===== config.mk =====
export PLATFORM = sky130hd
export DESIGN_NAME = reaction_timer
export DESIGN_NICKNAME = d
export VERILOG_FILES = /design/src/rtl/reaction_pkg.sv /design/src/rtl/bcd_counter4.sv /design/src/rtl/reaction_timer.sv
export SDC_FILE = /design/constraint.sdc
export NUM_CORES = 1
export LEC_CHECK = 0
export ABC_CLOCK_PERIOD_IN_PS = 3030
export CAP_MARGIN = 10
export CORE_ASPECT_RATIO = 1.5
export CORE_MARGIN = 5
export CORE_UTILIZATION = 50
export DETAILED_ROUTE_END_ITERATION = 7
export PLACE_DENSITY = 0.71
export SLEW_MARGIN = 10
export SYNTH_ARGS = -nofsm -noshare
export SYNTH_HDL_FRONTEND = slang
export SYNTH_SLANG_ARGS = --single-unit
export TNS_END_PERCENT = 1

===== constraint.sdc =====
create_clock -name clk -period 3.03 [get_ports clk]
set_input_delay 0.606 -clock clk [delete_from_list [all_inputs] [get_ports clk]]
set_output_delay 0.606 -clock clk [all_outputs]
set_load 0.01 [all_outputs]

===== src/rtl/reaction_pkg.sv =====
// Shared types and constants for the reaction timer: FSM states, LFSR
// seed/taps and the BCD display limits.
package reaction_pkg;

  typedef enum logic [2:0] {
    ST_IDLE = 3'd0,
    ST_WAIT = 3'd1,
    ST_GO   = 3'd2,
    ST_DONE = 3'd3,
    ST_FOUL = 3'd4
  } state_e;

  // Fibonacci LFSR x^16 + x^14 + x^13 + x^11 + 1 (bits 15, 13, 12, 10)
  localparam logic [15:0] LFSR_SEED = 16'hACE1;
  localparam logic [15:0] LFSR_TAPS = 16'hB400;

  localparam logic [15:0] BCD_MAX  = 16'h9999;
  localparam logic [15:0] BCD_ZERO = 16'h0000;

  function automatic logic [15:0] lfsr_next(input logic [15:0] q);
    return {q[14:0], ^(q & LFSR_TAPS)};
  endfunction

endpackage


===== src/rtl/bcd_counter4.sv =====
// Four-digit BCD counter with synchronous clear and an increment that
// saturates at 9999; sat reports that the counter sits at 9999.
module bcd_counter4
  import reaction_pkg::*;
(
  input  logic        clk,
  input  logic        rst_n,
  input  logic        clear,
  input  logic        inc,
  output logic [15:0] value,
  output logic        sat
);

  logic [15:0] value_q;
  logic [15:0] value_d;

  assign sat   = (value_q == BCD_MAX);
  assign value = value_q;

  // Next value: clear wins, otherwise ripple a decimal carry from digit 0
  always_comb begin
    logic carry;
    value_d = value_q;
    carry   = 1'b1;
    if (clear) begin
      value_d = BCD_ZERO;
    end else if (inc && !sat) begin
      for (int i = 0; i < 4; i++) begin
        if (carry) begin
          if (value_q[4*i +: 4] >= 4'd9) begin
            value_d[4*i +: 4] = 4'd0;
          end else begin
            value_d[4*i +: 4] = value_q[4*i +: 4] + 4'd1;
            carry             = 1'b0;
          end
        end
      end
    end
  end

  // Counter register
  always_ff @(posedge clk or negedge rst_n) begin
    if (!rst_n) value_q <= BCD_ZERO;
    else        value_q <= value_d;
  end

endmodule


===== src/rtl/reaction_timer.sv =====
// Reaction timer: random wait after start, then measures in ms how long the
// player takes to raise stop; tracks the best valid time since reset.
module reaction_timer
  import reaction_pkg::*;
#(
  parameter int CLK_HZ       = 50_000_000,
  parameter int TICK_DIV     = 50_000,
  parameter int MIN_DELAY_MS = 1000
) (
  input  logic        clk,
  input  logic        rst_n,
  input  logic        start,
  input  logic        stop,
  output logic        go_led,
  output logic [15:0] time_bcd,
  output logic [15:0] best_bcd,
  output logic        done,
  output logic        foul
);

  // A ms tick can never be longer than one second of clocks.
  localparam int          TICK_LIM  = (TICK_DIV > CLK_HZ) ? CLK_HZ : TICK_DIV;
  localparam logic [31:0] TICK_LAST = 32'(TICK_LIM - 1);

  logic        rst_meta_q, rst_sync_q, rst_int_n;
  logic        start_meta_q, start_meta_d, start_sync_q, start_sync_d;
  logic        start_prev_q, start_prev_d, stop_meta_q, stop_meta_d;
  logic        stop_sync_q, stop_sync_d;
  logic [15:0] lfsr_q, lfsr_d;
  logic [31:0] tick_cnt_q, tick_cnt_d;
  logic [15:0] delay_q, delay_d;
  logic [15:0] best_q, best_d;
  logic        go_led_q, go_led_d, done_q, done_d, foul_q, foul_d;
  state_e      state_q, state_d;
  logic        start_edge, tick, cnt_clear, cnt_inc, cnt_sat;
  logic [15:0] cnt_value;

  // Reset synchroniser: asserts immediately, releases on the clock
  always_ff @(posedge clk or negedge rst_n) begin
    if (!rst_n) {rst_meta_q, rst_sync_q} <= 2'b00;
    else        {rst_meta_q, rst_sync_q} <= {1'b1, rst_meta_q};
  end
  assign rst_int_n = rst_sync_q;

  // Input synchronisers and free-running LFSR
  always_comb begin
    start_meta_d = start;
    start_sync_d = start_meta_q;
    start_prev_d = start_sync_q;
    stop_meta_d  = stop;
    stop_sync_d  = stop_meta_q;
    lfsr_d       = lfsr_next(lfsr_q);
  end

  assign start_edge = start_sync_q & ~start_prev_q;
  assign tick       = (tick_cnt_q == TICK_LAST);

  // Next state, wait/tick counters, time counter control and best time
  always_comb begin
    state_d    = state_q;
    delay_d    = delay_q;
    best_d     = best_q;
    cnt_clear  = 1'b0;
    cnt_inc    = 1'b0;
    tick_cnt_d = tick ? 32'd0 : tick_cnt_q + 32'd1;
    case (state_q)
      ST_IDLE, ST_DONE, ST_FOUL: begin
        if (start_edge) begin
          state_d = ST_WAIT;
          delay_d = 16'(MIN_DELAY_MS) + {5'd0, lfsr_q[10:0]};
        end
      end
      ST_WAIT: begin
        if (stop_sync_q) begin
          state_d = ST_FOUL;
        end else if (tick) begin
          if (delay_q <= 16'd1) begin
            state_d   = ST_GO;
            delay_d   = 16'd0;
            cnt_clear = 1'b1;
          end else begin
            delay_d = delay_q - 16'd1;
          end
        end
      end
      ST_GO: begin
        // stop beats a coinciding tick; a saturated count is a timeout
        if (stop_sync_q || cnt_sat) begin
          state_d = ST_DONE;
          if (cnt_value < best_q && cnt_value != BCD_MAX) best_d = cnt_value;
        end else if (tick) begin
          cnt_inc = 1'b1;
        end
      end
      default: state_d = ST_IDLE;
    endcase
    if (state_d != state_q && (state_d == ST_WAIT || state_d == ST_GO)) begin
      tick_cnt_d = 32'd0;
    end
    go_led_d = (state_d == ST_GO);
    done_d   = (state_d == ST_DONE);
    foul_d   = (state_d == ST_FOUL);
  end

  // State register
  always_ff @(posedge clk or negedge rst_int_n) begin
    if (!rst_int_n) state_q <= ST_IDLE;
    else            state_q <= state_d;
  end

  // Synchronisers, LFSR, counters, best time and registered indicators
  always_ff @(posedge clk or negedge rst_int_n) begin
    if (!rst_int_n) begin
      start_meta_q <= 1'b0;
      start_sync_q <= 1'b0;
      start_prev_q <= 1'b0;
      stop_meta_q  <= 1'b0;
      stop_sync_q  <= 1'b0;
      lfsr_q       <= LFSR_SEED;
      tick_cnt_q   <= 32'd0;
      delay_q      <= 16'd0;
      best_q       <= BCD_MAX;
      go_led_q     <= 1'b0;
      done_q       <= 1'b0;
      foul_q       <= 1'b0;
    end else begin
      start_meta_q <= start_meta_d;
      start_sync_q <= start_sync_d;
      start_prev_q <= start_prev_d;
      stop_meta_q  <= stop_meta_d;
      stop_sync_q  <= stop_sync_d;
      lfsr_q       <= lfsr_d;
      tick_cnt_q   <= tick_cnt_d;
      delay_q      <= delay_d;
      best_q       <= best_d;
      go_led_q     <= go_led_d;
      done_q       <= done_d;
      foul_q       <= foul_d;
    end
  end

  bcd_counter4 u_time (
    .clk   (clk),
    .rst_n (rst_int_n),
    .clear (cnt_clear),
    .inc   (cnt_inc),
    .value (cnt_value),
    .sat   (cnt_sat)
  );

  assign time_bcd = cnt_value;
  assign best_bcd = best_q;
  assign go_led   = go_led_q;
  assign done     = done_q;
  assign foul     = foul_q;

endmodule


==> results of run 1 <==
-- kinds of logic after synthesis --
kind of cell    after synthesis  synth area share [%]
xor+xnor                     42                  6.56
buf+inv                      49                  3.46
compound gates               94                  11.0
other cells                   1                0.0669
flops                       109                  49.0
simple gates                211                  19.6
fa+ha+maj                    31                  6.92
mux                          18                  3.44
-- synth_stat cells, drive strengths merged (8+ instances only) --
library cell   n
dfrtp         93
nor2          65
inv           32
nand2         32
ha            31
o21ai         28
xor2          28
a21oi         26
nand3         19
dfstp         16
nor3          15
nand4         14
xnor2         14
clkbuf        11
and3          10
mux2          10
or3            9
mux2i          8
nand2b         8
nor4           8
-- metal layers --
metal	vias up	share of wire, %
li1	2051	-
met1	2065	42
met2	87	53
met3	19	3.6
met4	0	2.1
met5	-	0
-- per-stage QoR --
step | setup slack (ns) | cells
2_1_floorplan | 0.398 | 555
3_3_place_gp | 0.406 | 733
3_5_place_dp | 0.310 | 733
4_1_cts | 0.295 | 749
5_1_grt | 0.101 | 749
6_report | 0.302 | 749
-- state kept, by name, indices dropped and copies added (netlist names) --
register,count
best_bcd,16
delay_q,16
done,1
foul,1
go_led,1
lfsr_q,16
rst_int_n,1
rst_meta_q,1
start_meta_q,1
start_prev_d,1
start_prev_q,1
state_q,3
stop_meta_q,1
stop_sync_q,1
tick_cnt_q,32
u_time.value,16
-- area by class of cell --
class / count / share of cell area (%)
clock buffer: 11 / 3.87
inverter: 32 / 1.84
sequential: 109 / 42.2
clock inverter: 5 / 1.25
multi-input combinational: 397 / 40.9
timing repair buffer: 48 / 7.17
tap: 147 / 2.82
-- report_power, final --
| part | switching [mW] | total (mW) | internal [mW] |
|---|---|---|---|
| sequential | 0.0993 | 1.63 | 1.53 |
| combinational | 0.184 | 0.319 | 0.135 |
| clock | 0.518 | 1.29 | 0.771 |
| total | 0.802 | 3.24 | 2.44 |
-- path summary, 6_finish.rpt --
check,end,depth (start not counted),slack (ns),startpoint
setup / recovery,best_bcd[6],9,0.30,u_time.value[9]
hold / removal,start_prev_d,0,0.35,start_meta_q
setup reg to reg,best_bcd[6],9,0.30,u_time.value[9]
hold reg to reg,start_prev_d,0,0.35,start_meta_q
max in group asynchronous,best_bcd[11],1,1.89,rst_int_n
min in group asynchronous,start_meta_q,0,0.36,rst_int_n
-- worst reg2reg max path: cells and delay by family (launching register included) --
kind | cells | cell delay, ns
and+or+nand+nor | 3 | 1.05
adders and majority gates | 1 | 0.17
muxes | 1 | 0.38
AOI/OAI and AO/OA | 2 | 0.18
buffers and inverters | 2 | 0.39
DFF | 1 | 0.45
==> results_dict.tcl, run 1 <==
set metrics [dict create \
    cts_buffer_depth 2 \
    power.total_mw 3.24 \
    area_growth_pct 16.3 \
    cap_violations 0 \
    cts_hold_buf 0 \
    drt_wl_total_mm 11.7 \
    syn_area_per_cell_sq_um 10.1 \
    cp-start-kind "flop" \
    port_buffers 38 \
    die_h_um 140 \
    power_density_mw_per_mm2 496 \
    nFillCells 939 \
    layout.nets 632 \
    wl_per_cell_um 15.6 \
    setup.worst_path.end_class "flop" \
    track_usage_pct 18.8 \
    netlist_area_sq_mm 0.00561 \
    gp_congestion 0.884 \
    syn-num-nets 590 \
    crit_chain "inv_1, ha_1, or4b_2, nor3_1, a21oi_1, nand3_1, a311o_1, buf_4, mux2_2" \
    regArea_sq_mm 0.00275 \
    root_buffer "clkbuf_16" \
    slew_headroom_pct 54.3 \
    clk_latency_ns 0.34 \
    cpLargestDelayFamily "simple AND/OR/NAND/NOR gates" \
    synth_edf_count 0 \
    min_period_ns 2.73 \
    grt_max_degree 58 \
    setup-violations-final 0 \
    grt_pass1_wl_mm 20.2 \
    numCtsBuffers 9 \
    worstMarginPinSlew_ns 0.680 \
    final_util_pct 59.3 \
    clock_skew_ns 0.00748 \
    vias 4222 \
    critPathKind "flop to flop" \
    grt-ovfl-total 0 \
    drtPass1Iterations 4 \
    coreArea_sq_mm 0.0110 \
    synth.top_cell.area_share_pct 41.5 \
    vias_per_cell 5.64 \
    final_common_cell "dfrtp_1" \
    rsz0062_at_grt "no" \
    post_cts_buffers 0 \
    crit_buf_inv 2 \
    hold_violations 0 \
    ys_ff_latch 109 \
    design_area_sq_mm 0.00652 \
    num_antenna_cells 0 \
    htreeDepth 3 \
    die-area_sq_mm 0.0135 \
    cts_resized 0 \
    cts_tree "done" \
    drv_slew 0 \
    row_count 47 \
    cp_slowest_stage_delay_ns 0.61 \
    first_iter_violations 139 \
    first_global_vias 4238 \
    dp_hpwl_mm 8.39 \
    fmax_mhz 367 \
    leakagePower_nw 2.90 \
    placed_area_sq_mm 0.00619 \
    final_antenna_net_count 0 \
    drc 0 \
    synthArstFlopShare_pct 100 \
    cp_data_arrival_time_ns 2.96 \
    synthTopCellsByArea "dfrtp_1, dfstp_2, ha_1" \
    antenna_found_initial 0 \
    clock-sinks 109 \
    gr-usage-met2_pct 32.6 \
    status "finished, final reports clean" \
    gr-max-usage-layer "met2" \
    netlist_instances 555 \
    multi_input_area_sq_mm 0.00267 \
    use_met1_pct 23.3 \
    setup-tns-final_ns 0 \
    vdd_drop_max_mv 0.266 \
    min_path_type "flop to flop" \
    globalRouteMet3Util_pct 2.97 \
    synth_cell_types 61 \
    synth_ff_type "dfrtp_1" \
    drive_gt1_share_pct 9.97 \
    ys_warn_count 0 \
    worst_path_max_delay_cell "or4b_2" \
    clkTransAtPathRegs_ns 0.07 \
    hold_slack_ns 0.353 \
    yosysSeqAreaShare_pct 49.0 \
    dieWidth_um 96.5 \
    final_cell_mix "dfrtp_1, nor2_1, clkdlybuf4s50_1, inv_1, nand2_1" \
    fin_crit_sh_pct 90.0 \
    pin_count 39 \
    synth_largest_area_cell "dfrtp_1" \
    start_util_pct 51.0 \
    critPathRequiredTime_ns 3.26 \
    cp_max_fo 16 \
]
No activity file was read; power rests on OpenSTA's default activity.
==> run 2, diff against run 1 <==
--- a/config.mk
+++ b/config.mk
@@ -16,4 +16,3 @@
 export SYNTH_ARGS = -nofsm -noshare
 export SYNTH_HDL_FRONTEND = slang
 export SYNTH_SLANG_ARGS = --single-unit
-export TNS_END_PERCENT = 1
==> results of run 2 <==
Final layout, timing and power as in run 1 (identical DEF).
